[src/rtl/dcache_port_arbiter_pkg.sv]
// rtl/dcache_port_arbiter_pkg.sv - shared types for the dcache port arbiter
package dcache_port_arbiter_pkg;

  typedef enum logic [1:0] {
    MEM_BYTE  = 2'd0,
    MEM_HALF  = 2'd1,
    MEM_WORD  = 2'd2,
    MEM_DWORD = 2'd3
  } mem_size_t;

  typedef enum logic {
    ARB_IDLE = 1'b0,
    ARB_BUSY = 1'b1
  } arb_state_t;

  localparam int ADDR_W = 32;
  localparam int DATA_W = 64;

endpackage

[src/rtl/dcache_port_arbiter_if.sv]
// rtl/dcache_port_arbiter_if.sv - requester and dcache-side signal bundle for the arbiter
interface dcache_port_arbiter_if
  import dcache_port_arbiter_pkg::*;
#(
  parameter int NUM_REQ = 2
);

  logic [NUM_REQ-1:0]        req_valid;
  logic [NUM_REQ-1:0]        req_ready;
  logic [NUM_REQ*ADDR_W-1:0] req_addr;
  logic [NUM_REQ*DATA_W-1:0] req_data;
  logic [NUM_REQ-1:0]        req_we;
  mem_size_t                 req_size [NUM_REQ];

  logic [NUM_REQ-1:0]        resp_valid;
  logic [DATA_W-1:0]         resp_data;
  logic                      resp_err;

  logic [ADDR_W-1:0]         core2dcache_addr;
  logic [DATA_W-1:0]         core2dcache_data;
  logic                      core2dcache_data_we;
  mem_size_t                 core2dcache_data_size;
  logic [DATA_W-1:0]         dcache2core_data;
  logic                      dcache2core_data_valid;

  // master: requesters plus dcache model; slave: the arbiter
  modport master (
    output req_valid, req_addr, req_data, req_we, req_size,
    output dcache2core_data, dcache2core_data_valid,
    input  req_ready, resp_valid, resp_data, resp_err,
    input  core2dcache_addr, core2dcache_data, core2dcache_data_we, core2dcache_data_size
  );

  modport slave (
    input  req_valid, req_addr, req_data, req_we, req_size,
    input  dcache2core_data, dcache2core_data_valid,
    output req_ready, resp_valid, resp_data, resp_err,
    output core2dcache_addr, core2dcache_data, core2dcache_data_we, core2dcache_data_size
  );

endinterface

[src/rtl/dcache_port_arbiter_rr_picker.sv]
// rtl/dcache_port_arbiter_rr_picker.sv - combinational round-robin find-first from a pointer
module rr_picker #(
  parameter int NUM_REQ = 2,
  parameter int IDX_W   = 1
) (
  input  logic [NUM_REQ-1:0] req,
  input  logic [IDX_W-1:0]   ptr,
  output logic [NUM_REQ-1:0] grant,
  output logic [IDX_W-1:0]   grant_idx,
  output logic               any
);

  int             cand;
  logic [IDX_W-1:0] cand_idx;

  always_comb begin
    grant     = '0;
    grant_idx = '0;
    any       = 1'b0;
    cand      = 0;
    cand_idx  = '0;
    // scan ptr, ptr+1, ... with wrap; the first hit wins
    for (int k = 0; k < NUM_REQ; k++) begin
      cand = int'(ptr) + k;
      if (cand >= NUM_REQ) begin
        cand = cand - NUM_REQ;
      end
      cand_idx = IDX_W'(cand);
      if (!any && req[cand_idx]) begin
        any             = 1'b1;
        grant[cand_idx] = 1'b1;
        grant_idx       = cand_idx;
      end
    end
  end

endmodule

[src/rtl/dcache_port_arbiter.sv]
// rtl/dcache_port_arbiter.sv - round-robin sharing of the core dcache port, one access in flight
// Optional load timeout enabled by defining DCACHE_ARB_TIMEOUT_EN.
module dcache_port_arbiter
  import dcache_port_arbiter_pkg::*;
#(
  parameter int NUM_REQ = 2,
  parameter int TIMEOUT = 64
) (
  input  logic                 clock,
  input  logic                 reset,
  dcache_port_arbiter_if.slave bus
);

  localparam int IDX_W = (NUM_REQ > 1) ? $clog2(NUM_REQ) : 1;

  arb_state_t         state_q, state_d;
  logic [IDX_W-1:0]   rr_ptr_q;
  logic [IDX_W-1:0]   owner_q;
  logic [NUM_REQ-1:0] win_onehot;
  logic [IDX_W-1:0]   win_idx;
  logic               win_any;

  logic [ADDR_W-1:0]  addr_q;
  logic [DATA_W-1:0]  data_q;
  logic               we_q;
  mem_size_t          size_q;

  logic               done;
  logic               timed_out;
  logic [NUM_REQ-1:0] req_ready_d;
  logic [NUM_REQ-1:0] resp_valid_d;
  logic [DATA_W-1:0]  resp_data_d;
  logic               resp_err_d;

  rr_picker #(
    .NUM_REQ (NUM_REQ),
    .IDX_W   (IDX_W)
  ) u_picker (
    .req       (bus.req_valid),
    .ptr       (rr_ptr_q),
    .grant     (win_onehot),
    .grant_idx (win_idx),
    .any       (win_any)
  );

`ifdef DCACHE_ARB_TIMEOUT_EN
  localparam int CNT_W = $clog2(TIMEOUT + 1);

  logic [CNT_W-1:0] to_cnt_q;

  // holds zero in IDLE so every access starts its count fresh
  always_ff @(posedge clock or posedge reset) begin
    if (reset) begin
      to_cnt_q <= '0;
    end else if (state_q == ARB_IDLE) begin
      to_cnt_q <= '0;
    end else if (!we_q) begin
      to_cnt_q <= to_cnt_q + 1'b1;
    end
  end

  assign timed_out = (state_q == ARB_BUSY) && !we_q && !bus.dcache2core_data_valid &&
                     (to_cnt_q == CNT_W'(TIMEOUT - 1));
`else
  assign timed_out = 1'b0;
`endif

  always_comb begin
    state_d      = state_q;
    done         = 1'b0;
    req_ready_d  = '0;
    resp_valid_d = '0;
    resp_data_d  = '0;
    resp_err_d   = 1'b0;
    case (state_q)
      ARB_IDLE: begin
        if (win_any && !reset) begin
          req_ready_d = win_onehot;
          state_d     = ARB_BUSY;
        end
      end
      ARB_BUSY: begin
        done = we_q || bus.dcache2core_data_valid || timed_out;
        if (done) begin
          resp_valid_d[owner_q] = 1'b1;
          resp_err_d            = timed_out;
          if (!we_q && bus.dcache2core_data_valid) begin
            resp_data_d = bus.dcache2core_data;
          end
          state_d = ARB_IDLE;
        end
      end
      default: state_d = ARB_IDLE;
    endcase
  end

  always_ff @(posedge clock or posedge reset) begin
    if (reset) begin
      state_q  <= ARB_IDLE;
      rr_ptr_q <= '0;
      owner_q  <= '0;
      addr_q   <= '0;
      data_q   <= '0;
      we_q     <= 1'b0;
      size_q   <= MEM_BYTE;
    end else begin
      state_q <= state_d;
      if (state_q == ARB_IDLE && win_any) begin
        owner_q  <= win_idx;
        addr_q   <= bus.req_addr[win_idx*ADDR_W +: ADDR_W];
        data_q   <= bus.req_data[win_idx*DATA_W +: DATA_W];
        we_q     <= bus.req_we[win_idx];
        size_q   <= bus.req_size[win_idx];
        rr_ptr_q <= (win_idx == IDX_W'(NUM_REQ - 1)) ? '0 : win_idx + 1'b1;
      end else if (state_q == ARB_BUSY && done) begin
        addr_q <= '0;
        data_q <= '0;
        we_q   <= 1'b0;
        size_q <= MEM_BYTE;
      end
    end
  end

  assign bus.req_ready             = req_ready_d;
  assign bus.resp_valid            = resp_valid_d;
  assign bus.resp_data             = resp_data_d;
  assign bus.resp_err              = resp_err_d;
  assign bus.core2dcache_addr      = addr_q;
  assign bus.core2dcache_data      = data_q;
  assign bus.core2dcache_data_we   = we_q;
  assign bus.core2dcache_data_size = size_q;

endmodule

[src/flat_wrapper.sv]
// flat-port wrapper written by rule: the top's interface ports become plain ports
module dcache_port_arbiter_flat import dcache_port_arbiter_pkg::*;
#(
  parameter int NUM_REQ = 2,
  parameter int TIMEOUT = 64
)
  (clock, reset, bus_req_valid, bus_req_addr, bus_req_data, bus_req_we, bus_req_size, bus_dcache2core_data, bus_dcache2core_data_valid, bus_req_ready, bus_resp_valid, bus_resp_data, bus_resp_err, bus_core2dcache_addr, bus_core2dcache_data, bus_core2dcache_data_we, bus_core2dcache_data_size);
  dcache_port_arbiter_if #(.NUM_REQ(NUM_REQ)) bus_i ();
  input  logic clock;
  input  logic reset;
  input wire logic [$bits(bus_i.req_valid)-1:0] bus_req_valid;
  input wire logic [$bits(bus_i.req_addr)-1:0] bus_req_addr;
  input wire logic [$bits(bus_i.req_data)-1:0] bus_req_data;
  input wire logic [$bits(bus_i.req_we)-1:0] bus_req_we;
  input wire logic [$bits(bus_i.req_size)-1:0] bus_req_size;
  input wire logic [$bits(bus_i.dcache2core_data)-1:0] bus_dcache2core_data;
  input wire logic [$bits(bus_i.dcache2core_data_valid)-1:0] bus_dcache2core_data_valid;
  output wire logic [$bits(bus_i.req_ready)-1:0] bus_req_ready;
  output wire logic [$bits(bus_i.resp_valid)-1:0] bus_resp_valid;
  output wire logic [$bits(bus_i.resp_data)-1:0] bus_resp_data;
  output wire logic [$bits(bus_i.resp_err)-1:0] bus_resp_err;
  output wire logic [$bits(bus_i.core2dcache_addr)-1:0] bus_core2dcache_addr;
  output wire logic [$bits(bus_i.core2dcache_data)-1:0] bus_core2dcache_data;
  output wire logic [$bits(bus_i.core2dcache_data_we)-1:0] bus_core2dcache_data_we;
  output wire logic [$bits(bus_i.core2dcache_data_size)-1:0] bus_core2dcache_data_size;
  assign bus_i.req_valid = bus_req_valid;
  assign bus_i.req_addr = bus_req_addr;
  assign bus_i.req_data = bus_req_data;
  assign bus_i.req_we = bus_req_we;
  assign bus_i.req_size = {>>{bus_req_size}};
  assign bus_i.dcache2core_data = bus_dcache2core_data;
  assign bus_i.dcache2core_data_valid = bus_dcache2core_data_valid;
  assign bus_req_ready = bus_i.req_ready;
  assign bus_resp_valid = bus_i.resp_valid;
  assign bus_resp_data = bus_i.resp_data;
  assign bus_resp_err = bus_i.resp_err;
  assign bus_core2dcache_addr = bus_i.core2dcache_addr;
  assign bus_core2dcache_data = bus_i.core2dcache_data;
  assign bus_core2dcache_data_we = bus_i.core2dcache_data_we;
  assign bus_core2dcache_data_size = bus_i.core2dcache_data_size;
  dcache_port_arbiter #(.NUM_REQ(NUM_REQ), .TIMEOUT(TIMEOUT)) u_core (.clock(clock), .reset(reset), .bus(bus_i));
endmodule
[config.mk]
export PLATFORM = sky130hd
export DESIGN_NAME = dcache_port_arbiter_flat
export DESIGN_NICKNAME = d
export VERILOG_FILES = /design/src/rtl/dcache_port_arbiter_pkg.sv /design/src/rtl/dcache_port_arbiter_if.sv /design/src/rtl/dcache_port_arbiter_rr_picker.sv /design/src/rtl/dcache_port_arbiter.sv /design/src/flat_wrapper.sv
export SDC_FILE = /design/constraint.sdc
export NUM_CORES = 1
export LEC_CHECK = 0
export ABC_AREA = 1
export BUFFER_PORTS_ARGS = -buffer_cell sky130_fd_sc_hd__buf_2
export CAP_MARGIN = 20
export CORE_AREA = 8 8 164 166
export CTS_CLUSTER_SIZE = 25
export DETAILED_ROUTE_END_ITERATION = 8
export DIE_AREA = 0 0 172 174
export GPL_TIMING_DRIVEN = 0
export PLACE_DENSITY = 0.63
export SETUP_SLACK_MARGIN = 0.02
export SYNTH_ARGS = -nofsm -noshare
export SYNTH_HDL_FRONTEND = slang
export SYNTH_SLANG_ARGS = --single-unit
[constraint.sdc]
create_clock -name clock -period 12.6 [get_ports clock]
set_input_delay 2.52 -clock clock [delete_from_list [all_inputs] [get_ports clock]]
set_output_delay 2.52 -clock clock [all_outputs]
set_load 0.01 [all_outputs]
Word-level counts from Yosys, hierarchy flattened
Index checks and enable logic that the tools add are counted.
{ "op_classes": {"n_lt_le_gt_ge": 10, "addsub": 4, "n_shift": 2, "n_bitwise": 3, "reduce_logical": 13, "mux": 43} }
{ "op_table": {"columns": ["op", "count"], "rows": [
  ["$mux 64", 5],
  ["$shiftx 128x8->64", 1],
  ["$mux 32", 2],
  ["$shiftx 64x7->32", 1],
  ["$mux 2", 11],
  ["$mux 1", 21],
  ["$logic_and 1x1->1", 8],
  ["$lt 1x2->1 const B", 4],
  ["$ge 2x2->1 const B", 2],
  ["$demux 1 s1", 3],
  ["$ge 1x1->1 const B", 3],
  ["$logic_not 1->1", 3],
  ["$add 1x1->2 const B", 1],
  ["$ge 1x2->1 const B", 1],
  ["$not 1->2", 1],
  ["$or 2x2->2", 1],
  ["$pmux 1 s2", 1],
  ["$reduce_bool 2->1", 1],
  ["$sub 1x1->1 const B", 2],
  ["$add 1x1->1 const B", 1],
  ["$logic_or 1x1->1", 1],
  ["$not 1->1", 1]
]} }
{ "word_totals": {"out_inout_bits": 168, "register_bits": 102, "wordCells": 82, "in_bits": 267} }

Longest topological paths before layout
{ "depth": {"word_depth": 13, "depth_mapped": 6} }

By module
From an unflattened synthesis, not the netlist that was laid out.
{ "unflattened": {"cells_unflattened": 914, "hier_area_um2": 5869.4} }
{ "by_module_without_submodules": {"columns": ["mod", "n_inst", "cells_per_inst", "area_each_um2", "seq_area_each_um2"], "rows": [
  ["dcache_port_arbiter", 1, 907, 5839.4, 2552.4],
  ["rr_picker", 1, 7, 30.0, 0.0]
]} }

Least setup slack after synthesis
Ideal clock, no wire load.
{ "synth_timing": {"path_type": "in2out", "startpoint": "input port reset", "endpoint": "output port bus_req_ready[0]", "arrival_ps": 5204, "path_stages": 3, "slack_ps": 4876, "n_path_buf": 0, "path_cell_list": "inv_1 nand2_1 nor2_1"} }
{ "synth_between": {"elab_chain_cells": 4} }
{ "synth_rtl": {"columns": ["item", "line_no", "source"], "rows": [
  ["start, declared", "flat_wrapper.sv:10", "input logic reset;"],
  ["$logic_not 1->1 (no line)", null, null],
  ["$logic_and 1x1->1", "dcache_port_arbiter.sv:77", "if (win_any && !reset) begin"],
  ["$mux 2", "dcache_port_arbiter.sv:77", null],
  ["$mux 2", "dcache_port_arbiter.sv:75", "case (state_q)"],
  ["end, declared", "flat_wrapper.sv:18", "output wire logic [$bits(bus_i.req_ready)-1:0] bus_req_ready;"]
]} }
No other way between the ends.

Worst setup path in the final report
{ "layout_timing": {"startpoint": "input port bus_req_valid[1]", "endpoint": "output port bus_req_ready[0]"} }
{ "layout_between": {"elab_chain_cells": 9, "elab_cells_between_ends": 14} }
{ "layout_rtl": {"columns": ["item", "line_no", "source"], "rows": [
  ["start, declared", "flat_wrapper.sv:11", "input wire logic [$bits(bus_i.req_valid)-1:0] bus_req_valid;"],
  ["$mux 1 (not written as such) (2 in a row)", "dcache_port_arbiter_rr_picker.sv:29", "if (!any && req[cand_idx]) begin"],
  ["$mux 1", "dcache_port_arbiter_rr_picker.sv:29", null],
  ["$logic_not 1->1", "dcache_port_arbiter_rr_picker.sv:29", null],
  ["$logic_and 1x1->1", "dcache_port_arbiter_rr_picker.sv:29", null],
  ["$mux 1", "dcache_port_arbiter_rr_picker.sv:29", null],
  ["$logic_and 1x1->1", "dcache_port_arbiter.sv:77", null],
  ["$mux 2 (*)", "dcache_port_arbiter.sv:77", null],
  ["$mux 2 (*)", "dcache_port_arbiter.sv:75", null]
]} }
Every way passes the cells marked *; elsewhere a longest branch is shown, timed or not. The select of a mux whose other input is x is not followed.

==> impl_metrics.py <==
metrics = {
    "status": {
        "status": "completed",
    },
    "sta": {
        "fin_worst_skew_ns": 0.0152,
        "finalMaxSlewViolations": 0,
        "finalSetupTns_ns": 0,
        "fmax_mhz": 154,
        "rsz0062_at_grt": "no",
        "fin_crit_sh_pct": 51.6,
        "setup_viol": 0,
        "min_period_ns": 6.50,
        "slew_headroom_pct": 50.8,
        "finalHoldViolCount": 0,
        "tightest_slew_ns": 0.736,
        "whs_ns": 0.511,
    },
    "clocking": {
        "cts_tree": "built",
        "hold_buffers": 0,
        "clock_sinks": 102,
        "cts_setup_buffers": 0,
        "clk_latency_ns": 0.36,
        "path_clk_slew_ns": 0.08,
        "cts_made_buffers": 9,
        "clk_path_buf_depth": 2,
        "cts_max_level": 3,
        "cts_root_buf": "clkbuf_16",
        "cts_resized": 0,
    },
    "floorplan": {
        "rows": 58,
        "start_util_pct": 23.6,
        "dieArea_um2": 29900,
        "core_area_um2": 24500,
        "die_y_um": 174,
        "die_width_um": 172,
        "ios": 435,
    },
    "setup_path": {
        "start_kind": "input pin",
        "path_cells": "buf_2 > nand2_1 > buf_2 > nand2_1 > nor2_1 > buf_2",
        "cpMaxStageDelayCell": "nand2_1",
        "crit_fanout": 10,
        "cp-end-kind": "output port",
        "path_buf_inv": 3,
        "crit_path_max_incr_delay_ns": 0.55,
        "crit_type": "in -> out",
        "cp.required_ns": 10.08,
        "crit_arrival_ns": 3.98,
        "crit_top_cell": "buf_2",
        "crit_family": "simple AND/OR/NAND/NOR gates",
    },
    "finish": {
        "fin_area_um2": 8690,
        "layout.nets": 1454,
        "fin_cells": 1527,
        "drive_above_1_share_pct": 41.6,
        "final-seq-area_um2": 2550,
        "fin_util_pct": 35.4,
        "multi_input_area_um2": 2560,
        "syn2layout_area_growth_pct": 50.2,
        "nFillCells": 2723,
    },
    "placement": {
        "dp.cells": 1506,
        "io_buffers": 431,
        "place.gp.congestion": 0.916,
        "dp_hpwl_mm": 26.6,
        "post_dp_cell_area_um2": 8390,
    },
    "synthesis": {
        "synth_top_area_share_pct": 44.1,
        "mappedNetlistArea_um2": 5790,
        "yosys_register_bits": 102,
        "synth-edff-count": 0,
        "synthXorXnorAreaFrac_pct": 0,
        "postSynthCellCount": 744,
        "yosys_most_used_dff": "dfrtp_1",
        "synth_top_cells_by_area": "dfrtp_1, nand4_1, nand3_1, nor2_1, inv_1",
        "synthTopCellsByCount": "nand3_1, nand4_1, dfrtp_1, nor2_1, inv_1",
        "synth_largest_area_cell": "dfrtp_1",
        "yosysSeqAreaShare_pct": 44.1,
        "synthMuxAreaShare_pct": 0,
        "synth-simple-area-share_pct": 43.6,
        "synth_cell_types": 17,
        "synth_compound_area_share_pct": 0.562,
        "synth_area_per_cell_um2": 7.78,
        "ys_async_sr_fraction_pct": 100,
        "synth_fa_ha_area_share_pct": 0,
        "synth_warnings": 0,
        "synth_top_family_by_area": "simple AND/OR/NAND/NOR gates",
        "synth.net_count": 1011,
    },
    "detailed_routing": {
        "drcViolationCount": 0,
        "drt-total-wl_mm": 34.2,
        "drtAntennaViolNets": 0,
        "dr.pass1.iters": 5,
        "drt_iter0_markers": 812,
        "vias": 7857,
        "avgRoutedWirePerCell_um": 22.4,
        "viasPerCell": 5.15,
    },
    "global_routing": {
        "grt-ovfl-total": 0,
        "grt_pass1_vias": 7962,
        "grt_pass1_wl_mm": 49.1,
        "antenna_found_initial": 8,
        "grt_start_max_net_pins": 67,
        "grt.total_usage_pct": 21.5,
    },
    "min_path": {
        "holdCritPathClass": "reg -> reg",
    },
    "pwr": {
        "peakVddDrop_v": 0.0000590,
        "p_per_area_nw_per_um2": 148,
        "p_leak_nw": 4.81,
    },
    "run": {
        "cap_violations": 0,
    },
}
## power breakdown
group | switching, mW | internal (mW) | total [mW]
Combinational | 0.341 | 0.189 | 0.530
Clock | 0.150 | 0.139 | 0.289
Sequential | 0.0531 | 0.415 | 0.468
## flip-flops by register name, indices dropped and copies added, names as in the netlist
signal                            count
u_core.bus.core2dcache_data          64
u_core.bus.core2dcache_addr          32
u_core.bus.core2dcache_data_size      2
u_core.bus.core2dcache_data_we        1
u_core.owner_q                        1
u_core.rr_ptr_q                       1
u_core.state_q                        1
## path summary, 6_finish.rpt
check	startpoint	end	slack (ns)	cells after the start
worst max-delay path	bus_req_valid[1]	bus_req_ready[0]	6.10	6
worst min-delay path	u_core.bus.core2dcache_data[55]	u_core.bus.core2dcache_data[55]	0.51	2
worst max register to register	u_core.rr_ptr_q	u_core.bus.core2dcache_addr[17]	10.70	4
worst min register to register	u_core.bus.core2dcache_data[55]	u_core.bus.core2dcache_data[55]	0.51	2
max in group asynchronous	reset	u_core.bus.core2dcache_addr[0]	9.64	3
min in group asynchronous	reset	u_core.bus.core2dcache_data[19]	2.21	2
## routing by layer
| metal | track usage, % | vias up | routed length [um] |
|---|---|---|---|
| li1 | - | 3592 | - |
| met5 | 0 | - | 27 |
| met2 | 37.1 | 478 | 17000 |
| met4 | 9.81 | 4 | 1280 |
| met3 | 5.49 | 63 | 3400 |
| met1 | 24.5 | 3720 | 12500 |
## per-stage QoR
step | setup slack (ns) | total power, mW
2_1_floorplan | 4.88 | 0.738
3_3_place_gp | 3.34 | 1.00
3_5_place_dp | 6.10 | 1.01
4_1_cts | 6.09 | 1.30
5_1_grt | 6.00 | 1.37
6_report | 6.10 | 1.29
## placed cells by master, fill, tap and decap left out
cell / count
clkbuf_16: 9
clkinvlp_4: 1
buf_4: 1
o22ai_1: 1
o21ai_2: 1
dfrtp_1: 102
nand3b_1: 1
clkinv_4: 1
nand2_1: 6
inv_6: 2
buf_6: 1
clkinv_8: 1
inv_4: 1
diode_2: 5
nor2_1: 70
buf_1: 9
inv_8: 1
o21ai_0: 2
clkinv_2: 1
nand3_1: 198
buf_16: 1
conb_1: 1
o31ai_1: 1
inv_1: 67
buf_2: 475
nand4_1: 198
clkbuf_1: 40
## area by class of cell
cell class | count | share of cell area [%]
Multi-Input combinational cell | 479 | 29.4
Sequential cell | 102 | 29.4
Timing Repair Buffer | 432 | 25.1
Buffer | 95 | 4.86
Tap cell | 330 | 4.75
Inverter | 68 | 2.96
Clock buffer | 9 | 2.59
Clock inverter | 7 | 0.763
Antenna cell | 5 | 0.144
## logic make-up (layout without fill, tap and decap cells)
| family | count (synthesis) | count (layout) |
|---|---|---|
| and+or+nand+nor | 473 | 473 |
| buffers and inverters | 163 | 611 |
| DFF | 102 | 102 |
| AOI/OAI and AO/OA | 5 | 5 |
| other | 1 | 6 |
## worst min-delay path, delay by kind of cell, from the launching register on
| kind | cells | cell delay [ns] |
|---|---|---|
| and+or+nand+nor | 2 | 0.13 |
| DFF | 1 | 0.35 |
Power figures use the tool's default switching activity.
